--- src/rtl/input_fifo.sv ---
// input_fifo: credit-based first-word-fall-through input buffer for one router channel.
// Drives the LBDR head-flit fields and returns one credit per flit consumed.
module input_fifo #(
    parameter int DATA_WIDTH = 32,
    parameter int DEPTH      = 4
) (
    input  logic                  clk,
    input  logic                  rst,
    input  logic                  valid_in,
    input  logic [DATA_WIDTH-1:0] data_in,
    input  logic                  read_en,
    output logic [DATA_WIDTH-1:0] data_out,
    output logic [2:0]            flit_id,
    output logic [3:0]            dst_addr,
    output logic                  empty,
    output logic                  full,
    output logic                  credit_out,
    output logic                  overflow_err
);
    localparam int AW = $clog2(DEPTH);
    logic [DATA_WIDTH-1:0] mem [DEPTH];
    logic [AW-1:0] wr_ptr, rd_ptr;
    logic [AW:0] count;
    logic rd, wr;
    assign empty    = count == '0;
    assign full     = count == (AW+1)'(DEPTH);
    assign rd       = read_en & ~empty;
    // Writing into a full buffer is legal when the head slot is freed this cycle.
    assign wr       = valid_in & (~full | rd);
    assign data_out = mem[rd_ptr];
    assign flit_id  = data_out[DATA_WIDTH-1 -: 3];
    assign dst_addr = data_out[DATA_WIDTH-4 -: 4];
    always_ff @(posedge clk) begin
        if (wr) mem[wr_ptr] <= data_in;
    end
    always_ff @(posedge clk or posedge rst) begin
        if (rst) begin
            wr_ptr       <= '0;
            rd_ptr       <= '0;
            count        <= '0;
            credit_out   <= 1'b0;
            overflow_err <= 1'b0;
        end else begin
            if (wr) wr_ptr <= wr_ptr + 1'b1;
            if (rd) rd_ptr <= rd_ptr + 1'b1;
            count      <= (wr & ~rd) ? count + 1'b1 : (rd & ~wr) ? count - 1'b1 : count;
            credit_out <= rd;
            if (valid_in & full & ~rd) overflow_err <= 1'b1;
        end
    end
endmodule

--- config.mk ---
export PLATFORM = sky130hd
export DESIGN_NAME = input_fifo
export DESIGN_NICKNAME = d
export VERILOG_FILES = /design/src/rtl/input_fifo.sv
export SDC_FILE = /design/constraint.sdc
export NUM_CORES = 1
export LEC_CHECK = 0
export ABC_AREA = 1
export BUFFER_PORTS_ARGS = -buffer_cell sky130_fd_sc_hd__buf_2
export CAP_MARGIN = 20
export CORE_MARGIN = 4
export CORE_UTILIZATION = 35
export DETAILED_ROUTE_END_ITERATION = 12
export GPL_ROUTABILITY_DRIVEN = 0
export HOLD_SLACK_MARGIN = 0.03
export PLACE_DENSITY = 0.6
export SKIP_LAST_GASP = 1
export SLEW_MARGIN = 20
export SYNTH_ARGS = -nofsm -noshare
export SYNTH_HDL_FRONTEND = slang
export SYNTH_SLANG_ARGS = --single-unit
--- constraint.sdc ---
create_clock -name clk -period 2.7 [get_ports clk]
set_clock_uncertainty 0.05 [all_clocks]
set_input_delay 0.405 -clock clk [delete_from_list [all_inputs] [get_ports clk]]
set_output_delay 0.405 -clock clk [all_outputs]
set_load 0.01 [all_outputs]
-- Word-level counts from Yosys, hierarchy flattened
Memory sizes are Yosys's and may differ from the RTL's.
Cells that the tools add are included.
- register bits: 9
- bits in writable memories: 128
- input port bits: 36
- output and inout port bits: 43
- word-level logic and storage cells: 28
- memories kept: 1
- add/sub/neg operators: 4
- equal/unequal tests: 1
- multiplexer cells: 4
- bitwise operators: 11
- reductions and logical operators: 2
- memory list (memory ; words ; width ; rd ports ; clocked after memory_dff ; wr ports ; line ; text):
    mem ; 4 ; 32 ; 1 ; 0 ; 1 ; 21 ; logic [DATA_WIDTH-1:0] mem [DEPTH];
- operator list (operator ; count):
    AND 1 bit ; 6
    2-to-1 mux 3 bit ; 2
    adder 2 x 1 -> 2 bit, second input constant ; 2
    inverter 1 bit ; 4
    adder 3 x 1 -> 3 bit, second input constant ; 1
    equality test 3 bit, second input constant ; 1
    logical NOT 3 bit ; 1
    subtractor 3 x 1 -> 3 bit, second input constant ; 1
    2-to-1 mux 1 bit ; 2
    nonzero test 2 bit ; 1
    bitwise OR 1 bit ; 1

-- Depth between registers and ports, before layout
- depth after elaboration: 9
- depth in mapped cells: 12
- gate-level depth less buffers: 12

-- Least setup slack after synthesis
Ideal clock, no wire load.
- path type: reg-to-reg
- start: register count[0]
- end: memory mem[0][0], enable pin
- setup time: 0.421 ns
- data arrival time: 2.113 ns
- data required time: 2.229 ns
- path slack: 0.116 ns
- stages on the path, launching flop included: 5
- path buffers: 0
- period minus slack after synthesis: 2.584 ns
- cells stage by stage: dfrtp_1 nor2_1 nand3_1 nand2_1 nor2_1
- word-level cells in the longest chain between the ends: 7
- elaborated cells between the ends (all ways): 9
- classes of those cells: eq/ne (1); mux (2); bitwise (5); reduce/logical (1)
- ends and longest elaborated chain (what ; line ; text):
    from (decl) ; 23 ; logic [AW:0] count;
    from (signal assigned) ; 46 ; count <= (wr & ~rd) ? count + 1'b1 : (rd & ~wr) ? count - 1'b1 : count;
    logical NOT 3 bit ; 25 ; assign empty = count == '0;
    inverter 1 bit ; 27 ; assign rd = read_en & ~empty;
    AND 1 bit ; 27 ;
    bitwise OR 1 bit * ; 29 ; assign wr = valid_in & (~full | rd);
    AND 1 bit * ; 29 ;
    2-to-1 mux 1 bit * ; 34 ; if (wr) mem[wr_ptr] <= data_in;
    2-to-1 mux 1 bit (not written as such) * ; 34 ;
    to (decl) ; 21 ;
Mark *: on every way between the ends. The rest lies on a longest branch, timed or not.

-- Final worst setup path
- start: register rd_ptr[1]
- end: output data_out[14]
- word-level cells in the longest chain between the ends: 1
- ends and longest elaborated chain (what ; line ; text):
    from (decl) ; 22 ; logic [AW-1:0] wr_ptr, rd_ptr;
    from (signal assigned) ; 45 ; if (rd) rd_ptr <= rd_ptr + 1'b1;
    memory (4 x 32 bit) ; n/a ;
    to (decl) ; 12 ; output logic [DATA_WIDTH-1:0] data_out,
Every way passes these cells.

==> key figures <==
STA
  • Hold Vio Cnt, Final: 0
  • Final Cycle Share: 86.4%
  • Slew @ Worst Pin: 0.481 ns
  • Max-slew violation count: 0
  • Slack of the critical path: 0.366 ns
  • Setup TNS: 0 ns
  • Relative slew slack: 67.9%
  • Top achievable clock speed: approximately 430 MHz
  • RSZ-0062 raised after global routing: no
  • Final setup vio count: 0
  • Fin crit period: 2.33 ns

Layout
  • Area delta synth->final: 21.5%
  • Nets: 543
  • Ant diodes: 0
  • Layout cell share with drive strength beyond 1: between 20% and 30%

Synth
  • Syn Area/Cell: 13.1 µm²
  • EDFF count, synth: 128
  • Synth top area cells: edfxtp_1 (70%), o21ai_1 (8.5%), nor2_1 (6.1%), dfrtp_1 (4.1%), buf_6 (2.1%)
  • Synth Area in Adders: ~1.5%
  • Synth cell count leaders: edfxtp_1 (128), o21ai_1 (93), nor2_1 (89), nand2_1 (21), inv_1 (16)
  • Compound-Gate Fraction of Synth Area: 8.91%
  • Predominant post-synthesis flop cell: edfxtp_1
  • Post-Synth Simple-Gate Area: 9.66%
  • Mux contribution to synthesized area: 0%
  • Post-synth top area cell: edfxtp_1
  • Most common cell in the netlist: edfxtp_1
  • Cell Area, Synth: around 0.0055 mm²
  • XOR/XNOR Fraction of Synth Area: 0.160%
  • Post-synthesis sequential area ratio: 74.3%
  • Post-synthesis register bit count: 137
  • Largest family of logic cells by synthesized area: simple AND/OR/NAND/NOR gates
  • Yosys synthesis warning count: 0
  • Top cell type's share of synthesized area: 70.2%
  • Unique masters post-synth: 21
  • Mapped Cells: 417
  • Net Count, Synth: 459
  • Post-synth ARST share: 6.57%

Clock tree
  • CTS Buf Count: 17
  • Post-CTS Setup Bufs: 0
  • H-tree levels: 4
  • CTS tree: done
  • Hold-fix buffers, CTS: 1
  • CTS Root Buffer Type: clkbuf_16
  • Clock Pin Slew Worst Setup and Hold Paths: 0.06 ns
  • # resized after CTS: 0
  • Worst-Skew Late Latency: between 0.4 and 0.5 ns
  • Clk sink count: between 100 and 150
  • CTS Buffer Depth: 2

Setup path
  • CP endpoint kind: output port
  • Crit Path Class: reg2out
  • Worst reg2reg path depth: 10
  • Crit path top cell by count: o21ai_1
  • Crit-path slowest cell: dfrtp_1
  • Crit path max-delay family: buffers and inverters
  • Crit-path cells: inv_2 -> buf_4 -> o21ai_1 -> o21ai_1 -> buf_2
  • Startpoint type of the worst setup path: register
  • Worst reg2reg endpoint: count[1]
  • Slowest stage delay, CP: 0.40 ns
  • Critical path buffer and inverter count: 3
  • Req. time, crit path: 2.25 ns
  • Critical-path maximum fanout: 24
  • Crit path DAT: 1.88 ns
  • Worst r2r src: count[0]
  • Reg2reg setup slack: a little over 0.6 ns

Worst hold path
  • Hold Crit Start: data_in[23]
  • WHS Path Cells: 1
  • Hold Path Class: in2reg
  • Hold endpoint: mem[2][23]

Routing
  • Initial DRT Pass Iterations: 4
  • Detailed-route wire length per cell: 14.8 µm
  • DRC viols: 0
  • First-iteration detailed-routing DRC count: around 190
  • Post-DRT Antenna Nets: 0
  • Detailed Route WL: 10.7 mm
  • Vias: roughly 3,300
  • Via-to-Cell Ratio: between 4 and 5

Placement
  • I/O Buffers: 78
  • DPL Wire Length: 6.55 mm
  • Place WS: around 0.61 ns

Floorplan
  • I/O pin total: 79
  • Die W: 133 µm
  • Initial core utilization: 35.9%
  • Row Count: 45
  • Die area: 0.0177 mm²
  • Core Area: 0.0153 mm²
  • Die height: between 100 and 150 µm

Global route
  • Largest net degree at the start of global routing: between 60 and 70
  • GR Overflow Total: 0
  • Met2 usage: a little over a fifth
  • First-pass GRT wire length: roughly 17 mm
  • GRT Total Usage: 12.7%
  • Gr busiest metal: met2
  • Vias in the first global route: 3,238
  • Met1 Usage GRT: 14.9%
  • Antenna violations before repair: 2
  • GRT met3 Usage: between 5 and 6%

Power
  • P_leak: 2.47 nW
  • Power Density: approximately 1200 mW/mm²
  • Worst vdd ir: 0.462 mV

Run status
  • Status: complete, no violations

Run
  • MaxCap Viol Count: 0
stage by stage:
step / hold slack, ns / total power [mW] / cells / utilization, % / instance area, µm²
after floorplan: 0.183 / 4.77 / 417 / - / 5480
after global placement: 0.339 / 5.49 / 692 / 39.7 / 6060
after detailed placement: 0.346 / 5.55 / 692 / 39.7 / 6060
after CTS: 0.129 / 7.84 / 724 / 43.6 / 6660
after global routing: 0.137 / 8.21 / 724 / 43.6 / 6660
final: 0.157 / 7.70 / 724 / 43.6 / 6660
power by group:
group          switching, mW  total (mW)  internal (mW)
registers              0.122        2.88           2.76
logic                   1.65        2.56          0.903
clock network          0.824        2.27           1.44
total                   2.60        7.70           5.10
layer usage:
metal | vias to the layer above | share of wire (%)
li1 | 1631 | -
met1 | 1583 | 43
met2 | 71 | 50
met3 | 17 | 5.4
met4 | 4 | 1.5
met5 | - | 0.13
layout by cell type, fill, tap and decap left out, drive strengths merged:
master       netlist  routed
edfxtp           128     128
nor2             101     101
o21ai             96      96
buf               25      92
nand2             21      21
clkbuf             3      19
inv               18      19
dfrtp              9       9
nand3              6       6
ha                 5       5
clkinvlp           0       4
clkinv             0       4
bufinv             0       3
o21bai             1       1
xnor2              1       1
nor3               1       1
nand4              1       1
fa                 1       1
dlygate4sd3        0       1
worst register-to-register path, delay by kind of cell, from the launching register on:
family,cells,cell delay [ns]
adders and majority gates,2,0.63
buffers and inverters,3,0.34
DFF,1,0.43
and+or+nand+nor,5,0.52
sequential cells by signal, summed over array words and instances, names as in the netlist:
register	cells
credit_out	1
mem	128
count	3
overflow_err	1
wr_ptr	2
rd_ptr	2
area by class of cell:
class / count / area [µm²]
well taps: 211 / 264
repair buffers: 93 / 531
fillers: 1407 / 8600
multi-input cells: 234 / 1140
flip-flops and latches: 137 / 4070
clock inverters: 12 / 151
clock buffers: 19 / 433
inverters: 18 / 67.6
cell families (layout without fill, tap and decap cells):
logic type | after synthesis | after routing
DFF | 137 | 137
and+or+nand+nor | 130 | 130
AOI/OAI and AO/OA | 97 | 97
buffers and inverters | 46 | 142
adders and majority gates | 6 | 6
xor gates and xnor gates | 1 | 1
worst max path at each step:
stage / cells past startpoint / endpoint / from
final: 5 / data_out[14] / rd_ptr[1]
after global routing: 5 / data_out[6] / rd_ptr[1]
after CTS: 5 / data_out[14] / rd_ptr[1]
after detailed placement: 10 / count[1] / count[0]
after global placement: 10 / count[1] / count[0]
after floorplan: 4 / mem[0][0] / count[0]
(Power assumes the default switching activity.)
